===== config.mk =====
export PLATFORM = sky130hd
export DESIGN_NAME = uart_msg_scheduler_flat
export DESIGN_NICKNAME = d
export VERILOG_FILES = /design/src/rtl/uart_msg_scheduler_pkg.sv /design/src/rtl/uart_msg_scheduler_if.sv /design/src/rtl/uart_msg_scheduler_fifo.sv /design/src/rtl/uart_msg_scheduler.sv /design/src/flat_wrapper.sv
export SDC_FILE = /design/constraint.sdc
export NUM_CORES = 1
export LEC_CHECK = 0
export ABC_CLOCK_PERIOD_IN_PS = 3000
export CAP_MARGIN = 20
export CORE_MARGIN = 8
export CORE_UTILIZATION = 55
export DETAILED_ROUTE_END_ITERATION = 6
export PLACE_DENSITY = 0.79
export SYNTH_ARGS = -nofsm -noshare
export SYNTH_HDL_FRONTEND = slang
export SYNTH_SLANG_ARGS = --single-unit

===== constraint.sdc =====
create_clock -name CLOCK -period 3 [get_ports CLOCK]
set_clock_uncertainty 0.05 [all_clocks]
set_input_delay 0.6 -clock CLOCK [delete_from_list [all_inputs] [get_ports CLOCK]]
set_output_delay 0.6 -clock CLOCK [all_outputs]
set_load 0.02 [all_outputs]

===== src/rtl/uart_msg_scheduler_pkg.sv =====
// uart_msg_scheduler shared constants: ASCII frame bytes,
// colour codes and scheduler state encoding.
package uart_msg_pkg;

  localparam logic [7:0] ASC_HASH = 8'h23;
  localparam logic [7:0] ASC_DASH = 8'h2D;
  localparam logic [7:0] ASC_S    = 8'h53;
  localparam logic [7:0] ASC_I    = 8'h49;
  localparam logic [7:0] ASC_W    = 8'h57;
  localparam logic [7:0] ASC_F    = 8'h46;
  localparam logic [7:0] ASC_C    = 8'h43;
  localparam logic [7:0] ASC_T    = 8'h54;
  localparam logic [7:0] ASC_ZERO = 8'h30;
  localparam logic [7:0] ASC_A    = 8'h41;

  localparam logic [2:0] COL_NONE = 3'd0;
  localparam logic [2:0] COL_FI   = 3'd1;
  localparam logic [2:0] COL_CT   = 3'd2;

  typedef enum logic [1:0] {
    ST_IDLE  = 2'd0,
    ST_ISSUE = 2'd1,
    ST_WAIT  = 2'd2
  } sched_state_e;

  function automatic logic [7:0] hex_digit(
    input logic [7:0] v
  );
    if (v < 8'd10) return ASC_ZERO + v;
    return ASC_A + v - 8'd10;
  endfunction

endpackage


===== src/rtl/uart_msg_scheduler_if.sv =====
// Handshake bundles for uart_msg_scheduler: colour event
// input and the byte-level UART TX start/busy/done port.
interface uart_msg_ev_if #(
  parameter int NODE_W = 4
);
  logic              ev_valid;
  logic [2:0]        ev_color;
  logic [NODE_W-1:0] ev_node;
  logic              ev_ready;

  modport master (
    output ev_valid, ev_color, ev_node,
    input  ev_ready
  );
  modport slave (
    input  ev_valid, ev_color, ev_node,
    output ev_ready
  );
endinterface

interface uart_msg_tx_if;
  logic [7:0] o_tx_byte;
  logic       o_tx_start;
  logic       i_tx_busy;
  logic       i_tx_done;

  modport master (
    output o_tx_byte, o_tx_start,
    input  i_tx_busy, i_tx_done
  );
  modport slave (
    input  o_tx_byte, o_tx_start,
    output i_tx_busy, i_tx_done
  );
endinterface


===== src/rtl/uart_msg_scheduler_fifo.sv =====
// msg_event_fifo: synchronous FIFO of {color, node} events,
// power-of-two depth, pointers wrap naturally.
import uart_msg_pkg::*;

module msg_event_fifo #(
  parameter int DEPTH = 4,
  parameter int W     = 7
) (
  input  logic                   clk_i,
  input  logic                   rst_ni,
  input  logic                   push_i,
  input  logic                   pop_i,
  input  logic [W-1:0]           wdata_i,
  output logic [W-1:0]           rdata_o,
  output logic                   full_o,
  output logic                   empty_o,
  output logic [$clog2(DEPTH):0] count_o
);
  localparam int AW = $clog2(DEPTH);

  logic [W-1:0]  mem_q [DEPTH];
  logic [AW-1:0] wptr_q;
  logic [AW-1:0] rptr_q;
  logic [AW:0]   cnt_q;
  logic [AW:0]   cnt_d;

  always_comb begin
    cnt_d = cnt_q;
    if (push_i && !pop_i) cnt_d = cnt_q + 1'b1;
    if (pop_i && !push_i) cnt_d = cnt_q - 1'b1;
  end

  always_ff @(posedge clk_i) begin
    if (!rst_ni) begin
      wptr_q <= '0;
      rptr_q <= '0;
      cnt_q  <= '0;
    end else begin
      if (push_i) begin
        mem_q[wptr_q] <= wdata_i;
        wptr_q <= wptr_q + 1'b1;
      end
      if (pop_i) rptr_q <= rptr_q + 1'b1;
      cnt_q <= cnt_d;
    end
  end

  assign rdata_o = mem_q[rptr_q];
  assign full_o  = (cnt_q == (AW+1)'(DEPTH));
  assign empty_o = (cnt_q == '0);
  assign count_o = cnt_q;

endmodule


===== src/rtl/uart_msg_scheduler.sv =====
// uart_msg_scheduler: expands queued colour events into 10-byte
// ASCII frames for the UART TX. MSG_DEDUP_EN drops repeats.
import uart_msg_pkg::*;

module uart_msg_scheduler #(
  parameter int FIFO_DEPTH = 4,
  parameter int NODE_W     = 4
) (
  input  logic         CLOCK,
  input  logic         RESET_N,
  uart_msg_ev_if.slave ev,
  uart_msg_tx_if.master tx,
  output logic         o_busy,
  output logic         o_msg_done,
  output logic         o_overflow
);
  localparam int CW = $clog2(FIFO_DEPTH) + 1;
  localparam int EW = 3 + NODE_W;

  logic [EW-1:0]     head;
  logic              fifo_full;
  logic              fifo_empty;
  logic [CW-1:0]     fifo_cnt;
  logic              ev_real;
  logic              is_dup;
  logic              push;
  logic              pop;

  sched_state_e      state_q;
  logic [3:0]        idx_q;
  logic [2:0]        color_q;
  logic [NODE_W-1:0] node_q;
  logic [7:0]        byte_q;
  logic              start_q;
  logic              busy_q;
  logic              done_q;
  logic              ovf_q;

  logic [7:0]        c1;
  logic [7:0]        c2;
  logic [7:0]        byte_mux;

  assign ev_real = ev.ev_valid && (ev.ev_color != COL_NONE);
  assign ev.ev_ready = (fifo_cnt != CW'(FIFO_DEPTH));

`ifdef MSG_DEDUP_EN
  logic [EW-1:0] last_q;
  // Reset value has colour 0, which never matches a real event.
  assign is_dup = ({ev.ev_color, ev.ev_node} == last_q);
  always_ff @(posedge CLOCK) begin
    if (!RESET_N) last_q <= '0;
    else if (push) last_q <= {ev.ev_color, ev.ev_node};
  end
`else
  assign is_dup = 1'b0;
`endif

  assign push = ev_real && ev.ev_ready && !is_dup;
  assign pop  = (state_q == ST_IDLE) && !fifo_empty;

  msg_event_fifo #(
    .DEPTH (FIFO_DEPTH),
    .W     (EW)
  ) u_fifo (
    .clk_i   (CLOCK),
    .rst_ni  (RESET_N),
    .push_i  (push),
    .pop_i   (pop),
    .wdata_i ({ev.ev_color, ev.ev_node}),
    .rdata_o (head),
    .full_o  (fifo_full),
    .empty_o (fifo_empty),
    .count_o (fifo_cnt)
  );

  always_comb begin
    c1 = ASC_C;
    c2 = ASC_S;
    unique case (1'b1)
      (color_q == COL_FI): begin
        c1 = ASC_F;
        c2 = ASC_I;
      end
      (color_q == COL_CT): begin
        c1 = ASC_C;
        c2 = ASC_T;
      end
      default: ;
    endcase
  end

  always_comb begin
    byte_mux = ASC_HASH;
    case (idx_q)
      4'd0:    byte_mux = ASC_S;
      4'd1:    byte_mux = ASC_I;
      4'd2:    byte_mux = ASC_DASH;
      4'd3:    byte_mux = ASC_W;
      4'd4:    byte_mux = hex_digit(8'(node_q));
      4'd5:    byte_mux = ASC_DASH;
      4'd6:    byte_mux = c1;
      4'd7:    byte_mux = c2;
      4'd8:    byte_mux = ASC_DASH;
      default: byte_mux = ASC_HASH;
    endcase
  end

  always_ff @(posedge CLOCK) begin
    if (!RESET_N) begin
      state_q <= ST_IDLE;
      idx_q   <= '0;
      color_q <= '0;
      node_q  <= '0;
      byte_q  <= '0;
      start_q <= 1'b0;
      busy_q  <= 1'b0;
      done_q  <= 1'b0;
      ovf_q   <= 1'b0;
    end else begin
      start_q <= 1'b0;
      done_q  <= 1'b0;
      if (ev_real && fifo_full && !is_dup) ovf_q <= 1'b1;
      case (state_q)
        ST_IDLE: begin
          if (pop) begin
            color_q <= head[EW-1 -: 3];
            node_q  <= head[NODE_W-1:0];
            idx_q   <= '0;
            busy_q  <= 1'b1;
            state_q <= ST_ISSUE;
          end
        end
        ST_ISSUE: begin
          if (!tx.i_tx_busy) begin
            byte_q  <= byte_mux;
            start_q <= 1'b1;
            state_q <= ST_WAIT;
          end
        end
        ST_WAIT: begin
          if (tx.i_tx_done) begin
            if (idx_q == 4'd9) begin
              done_q  <= 1'b1;
              busy_q  <= 1'b0;
              state_q <= ST_IDLE;
            end else begin
              idx_q   <= idx_q + 4'd1;
              state_q <= ST_ISSUE;
            end
          end
        end
        default: begin
          busy_q  <= 1'b0;
          state_q <= ST_IDLE;
        end
      endcase
    end
  end

  assign tx.o_tx_byte  = byte_q;
  assign tx.o_tx_start = start_q;
  assign o_busy        = busy_q;
  assign o_msg_done    = done_q;
  assign o_overflow    = ovf_q;

endmodule


===== src/flat_wrapper.sv =====
// flat-port wrapper written by rule: the top's interface ports become plain ports
module uart_msg_scheduler_flat 
#(
  parameter int FIFO_DEPTH = 4,
  parameter int NODE_W     = 4
)
  (CLOCK, RESET_N, o_busy, o_msg_done, o_overflow, ev_ev_valid, ev_ev_color, ev_ev_node, ev_ev_ready, tx_o_tx_byte, tx_o_tx_start, tx_i_tx_busy, tx_i_tx_done);
  uart_msg_ev_if #(.NODE_W(NODE_W)) ev_i ();
  uart_msg_tx_if tx_i ();
  input  logic CLOCK;
  input  logic RESET_N;
  output logic o_busy;
  output logic o_msg_done;
  output logic o_overflow;
  input wire logic [$bits(ev_i.ev_valid)-1:0] ev_ev_valid;
  input wire logic [$bits(ev_i.ev_color)-1:0] ev_ev_color;
  input wire logic [$bits(ev_i.ev_node)-1:0] ev_ev_node;
  output wire logic [$bits(ev_i.ev_ready)-1:0] ev_ev_ready;
  output wire logic [$bits(tx_i.o_tx_byte)-1:0] tx_o_tx_byte;
  output wire logic [$bits(tx_i.o_tx_start)-1:0] tx_o_tx_start;
  input wire logic [$bits(tx_i.i_tx_busy)-1:0] tx_i_tx_busy;
  input wire logic [$bits(tx_i.i_tx_done)-1:0] tx_i_tx_done;
  assign ev_i.ev_valid = ev_ev_valid;
  assign ev_i.ev_color = ev_ev_color;
  assign ev_i.ev_node = ev_ev_node;
  assign ev_ev_ready = ev_i.ev_ready;
  assign tx_o_tx_byte = tx_i.o_tx_byte;
  assign tx_o_tx_start = tx_i.o_tx_start;
  assign tx_i.i_tx_busy = tx_i_tx_busy;
  assign tx_i.i_tx_done = tx_i_tx_done;
  uart_msg_scheduler #(.FIFO_DEPTH(FIFO_DEPTH), .NODE_W(NODE_W)) u_core (.CLOCK(CLOCK), .RESET_N(RESET_N), .ev(ev_i), .tx(tx_i), .o_busy(o_busy), .o_msg_done(o_msg_done), .o_overflow(o_overflow));
endmodule

==> results by group <==
Run status
  – Status: finished, final reports clean

Floorplan
  – Height of the die: 87.6 um
  – Horizontal extent of the die: 87.6 um
  – Die area: around 7700 um^2
  – Core Area: 5010 um^2
  – Row Count: 26
  – Effective utilization at floorplan: 56.2%
  – Number of top-level pins: 25

Timing
  – Clock period minus worst slack: around 2600 ps
  – Count of final max-slew check failures: 0
  – Achievable clock frequency: 0.377 GHz
  – Slew HR: 63.8%
  – Summed negative setup slack over all endpoints: 0 ps
  – Final setup violation count: 0
  – Fin. Hold Viols: 0
  – Tcrit/Tclk final: 88.3%
  – Unrepaired setup endpoints after global routing: no
  – Worst-margin pin slew: 542 ps

Global route
  – Global-route wire length before repair: between 9000 and 10000 um
  – Pin count of the biggest net entering global routing: 19
  – Global route total overflow: 0
  – Overall global routing resource usage: approximately 16%
  – Antenna violations before repair: 0
  – Number of global-route vias before repair: 1944

Setup path
  – R2r setup slk: about 530 ps
  – Largest fanout on the critical path: 5
  – Family of cells with the greatest summed delay on the critical path: buffers and inverters
  – Kind of critical path: input pin to flop
  – Critical path cell sequence: clkdlybuf4s50_1, o31ai_1, a21oi_1, inv_1, ha_1, inv_1, fa_1, xor2_1, or3_1, a21oi_1
  – Slowest stage delay, CP: between 400 and 500 ps
  – Data required time at the worst endpoint: 3230 ps
  – R2R Path Start: u_core.u_fifo.count_o[2]
  – Bufs and invs on worst path: 3
  – Worst Setup Start Kind: input pin
  – Kind of capture point of the worst setup path: flop
  – Worst reg-to-reg path cell count: 9
  – Arrival time at the worst endpoint: 2880 ps
  – Endpoint of the lowest-slack register-to-register path: u_core.u_fifo.count_o[2]
  – Cell type of the slowest stage on the worst timing path: clkdlybuf4s50_1

Detailed routing
  – Pre-Repair DR Iteration Count: 5
  – First-iteration detailed-routing DRC count: ~160
  – Post-route antenna net violation count: 0
  – Final routed wirelength across all metal layers: 5140 um
  – Detailed-route wire length per cell: 14.4 um
  – Post-DR vias/cell: 5.41
  – Post-route DRC: 0
  – Routed via count: 1937

Logic synthesis
  – Avg Synthesized Cell Area: 11.0 um^2
  – Nets in the synthesized netlist: 278
  – Summed instance area of the synthesized netlist: 2820 um^2
  – Number of warnings issued by yosys: 0
  – Unique masters post-synth: 61
  – Portion of the post-synthesis area used by sequential elements: 51.9%
  – Predominant post-synthesis flop cell: dfxtp_1
  – Synthesized instance count: 255
  – Share of async-settable or async-resettable flops after synthesis: 0%
  – Total of flip-flops plus latches after synthesis: a little under 60
  – Number of enable flip-flop cells after synthesis: 28

Final layout
  – Area Growth Syn to Fin: 18.9%
  – Count of antenna diodes in the layout: 0
  – Post-layout nets: 306
  – Final instance area: around 3300 um^2
  – Fraction of layout instances using a drive strength above 1: 13.9%

Clock tree
  – TritonCTS Buffers: 9
  – Deepest level of the CTS H-tree: 3
  – CTS sink cnt: 59
  – Quantity of hold-fixing buffers added after cts: 0
  – Cell at the root of the clock tree: clkbuf_8
  – Post-CTS setup buffer count: 0
  – Clock Pin Slew Worst Setup and Hold Paths: 70 ps
  – TritonCTS clock tree: done
  – Quantity of gates resized following cts: 0
  – Clock Path Buffers: 2
  – Insertion delay to the later sink of the worst-skew pair: 340 ps

Placed design
  – Count of input and output buffers: 23
  – Final weighted congestion in routability-driven placement: ~0.89
  – Final HPWL from detailed placement: 3630 um
  – Cell area reported after detailed placement: 3130 um^2

Min path
  – Kind of path behind the tightest hold check: flop to flop
  – Min-delay src: u_core.tx.o_tx_byte[6]
  – Hold Crit Endpoint: u_core.tx.o_tx_byte[6]
  – Cell depth of the worst hold path: 2

Pwr
  – Worst IR Drop VDD: 0.000393 V
  – Static Leakage: 1.20 nW
  – Total power density per cell area: 810 nW/um^2

Run
  – Maxcap violations: 0
metrics by stage:
stage	instances	utilization [%]	hold WS (ps)	setup WS [ps]	power (W)
after global placement	342	62.4	401	107	0.00190
after floorplan	255	-	412	570	0.00171
after detailed placement	342	62.4	401	1.67	0.00192
after global routing	358	66.8	435	147	0.00290
final	358	66.8	409	350	0.00271
after CTS	358	66.8	410	366	0.00274
synth_stat cells, types with 4 or more instances:
master    count  area share [%]
nor2_1       23             3.1
nand3_1       4            0.71
ha_1         10             4.4
xnor2_1       5             1.6
edfxtp_1     28              30
dfxtp_1      31              22
nor3_1        5            0.89
mux4_2        7             5.6
nand2_1      19             2.5
o21ai_0       9             1.6
buf_2         7             1.2
a21oi_1      20             3.6
clkbuf_1      4            0.53
inv_1        17             2.3
and3_1        4            0.89
registers in the layout, indices dropped and copies added, names as in the netlist, 2 cells and up:
register               cells
u_core.color_q             3
u_core.idx_q               4
u_core.node_q              4
u_core.state_q             2
u_core.tx.o_tx_byte        7
u_core.u_fifo.count_o      3
u_core.u_fifo.mem_q       28
u_core.u_fifo.rptr_q       2
u_core.u_fifo.wptr_q       2
where the power goes:
group          total (W)  internal [W]  switching, W
logic           0.000783      0.000372      0.000411
registers        0.00112      0.000967      0.000150
clock network   0.000813      0.000474      0.000338
total            0.00271       0.00181      0.000899
how the worst max path moves through the flow:
| stage | start | endpoint | slack, ps | cells after the start |
|---|---|---|---|---|
| global route | ev_ev_color[2] | u_core.u_fifo.count_o[2] | 150 | 10 |
| CTS | ev_ev_color[2] | u_core.u_fifo.count_o[2] | 370 | 10 |
| floorplan | ev_ev_color[1] | u_core.u_fifo.count_o[2] | 570 | 9 |
| finish | ev_ev_color[2] | u_core.u_fifo.count_o[2] | 350 | 10 |
| detailed placement | ev_ev_color[2] | u_core.u_fifo.count_o[2] | 2 | 10 |
| global placement | ev_ev_color[2] | u_core.u_fifo.count_o[2] | 110 | 10 |
metal layers:
layer  routed length [um]  GRT usage, %
met4                  132          9.22
met1                 2330          18.5
met2                 2390          24.3
met5                    0             0
met3                  285          5.07
worst register-to-register path, stage by stage, from the launching register on:
cell and delay, ps:
dfxtp_1 470, or3_1 180, nand2_2 120, inv_2 240, ha_1 240, inv_1 70
fa_1 440, xor2_1 160, or3_1 310, a21oi_1 140
final cells by class:
cell class                 count  area (um^2)
clock inverter                 7         98.8
fill                         408         1660
tap                           70         87.6
sequential                    59         1460
clock buffer                   9          124
multi-input combinational    165         1230
inverter                      18         67.6
timing repair buffer          30          283
cell families after synthesis:
group,count (synthesis),synth area share [%]
AND/OR/NAND/NOR,82,16.1
adder cells (fa/ha/maj),11,5.15
multiplexers,10,6.66
XOR/XNOR,8,2.49
AO/OA/AOI/OAI,53,13.0
buffers and inverters,31,4.58
other,1,0.133
flip-flops,59,51.9
cell usage in the layout, fill, tap and decap left out, types with 2 or more instances in the layout:
cell type and instances:
and4b_1 2, a31oi_1 3, or3_1 2, clkdlybuf4s50_1 23, nor4_1 2, clkbuf_8 9
mux4_2 7, nand3b_1 2, nor3b_2 2, o32ai_1 2, inv_6 3, o31ai_1 2
a21oi_1 20, xor2_1 3, and3_1 4, bufinv_16 2, o21ai_0 9, ha_1 10
nor2_1 23, nand2_1 19, edfxtp_1 28, nor3_1 5, xnor2_1 5, dfxtp_1 31
nand3_1 4, mux2i_1 3, nand2b_1 3, nor2b_2 2, buf_4 7, inv_1 17
No activity file was read; power rests on OpenSTA's default activity.
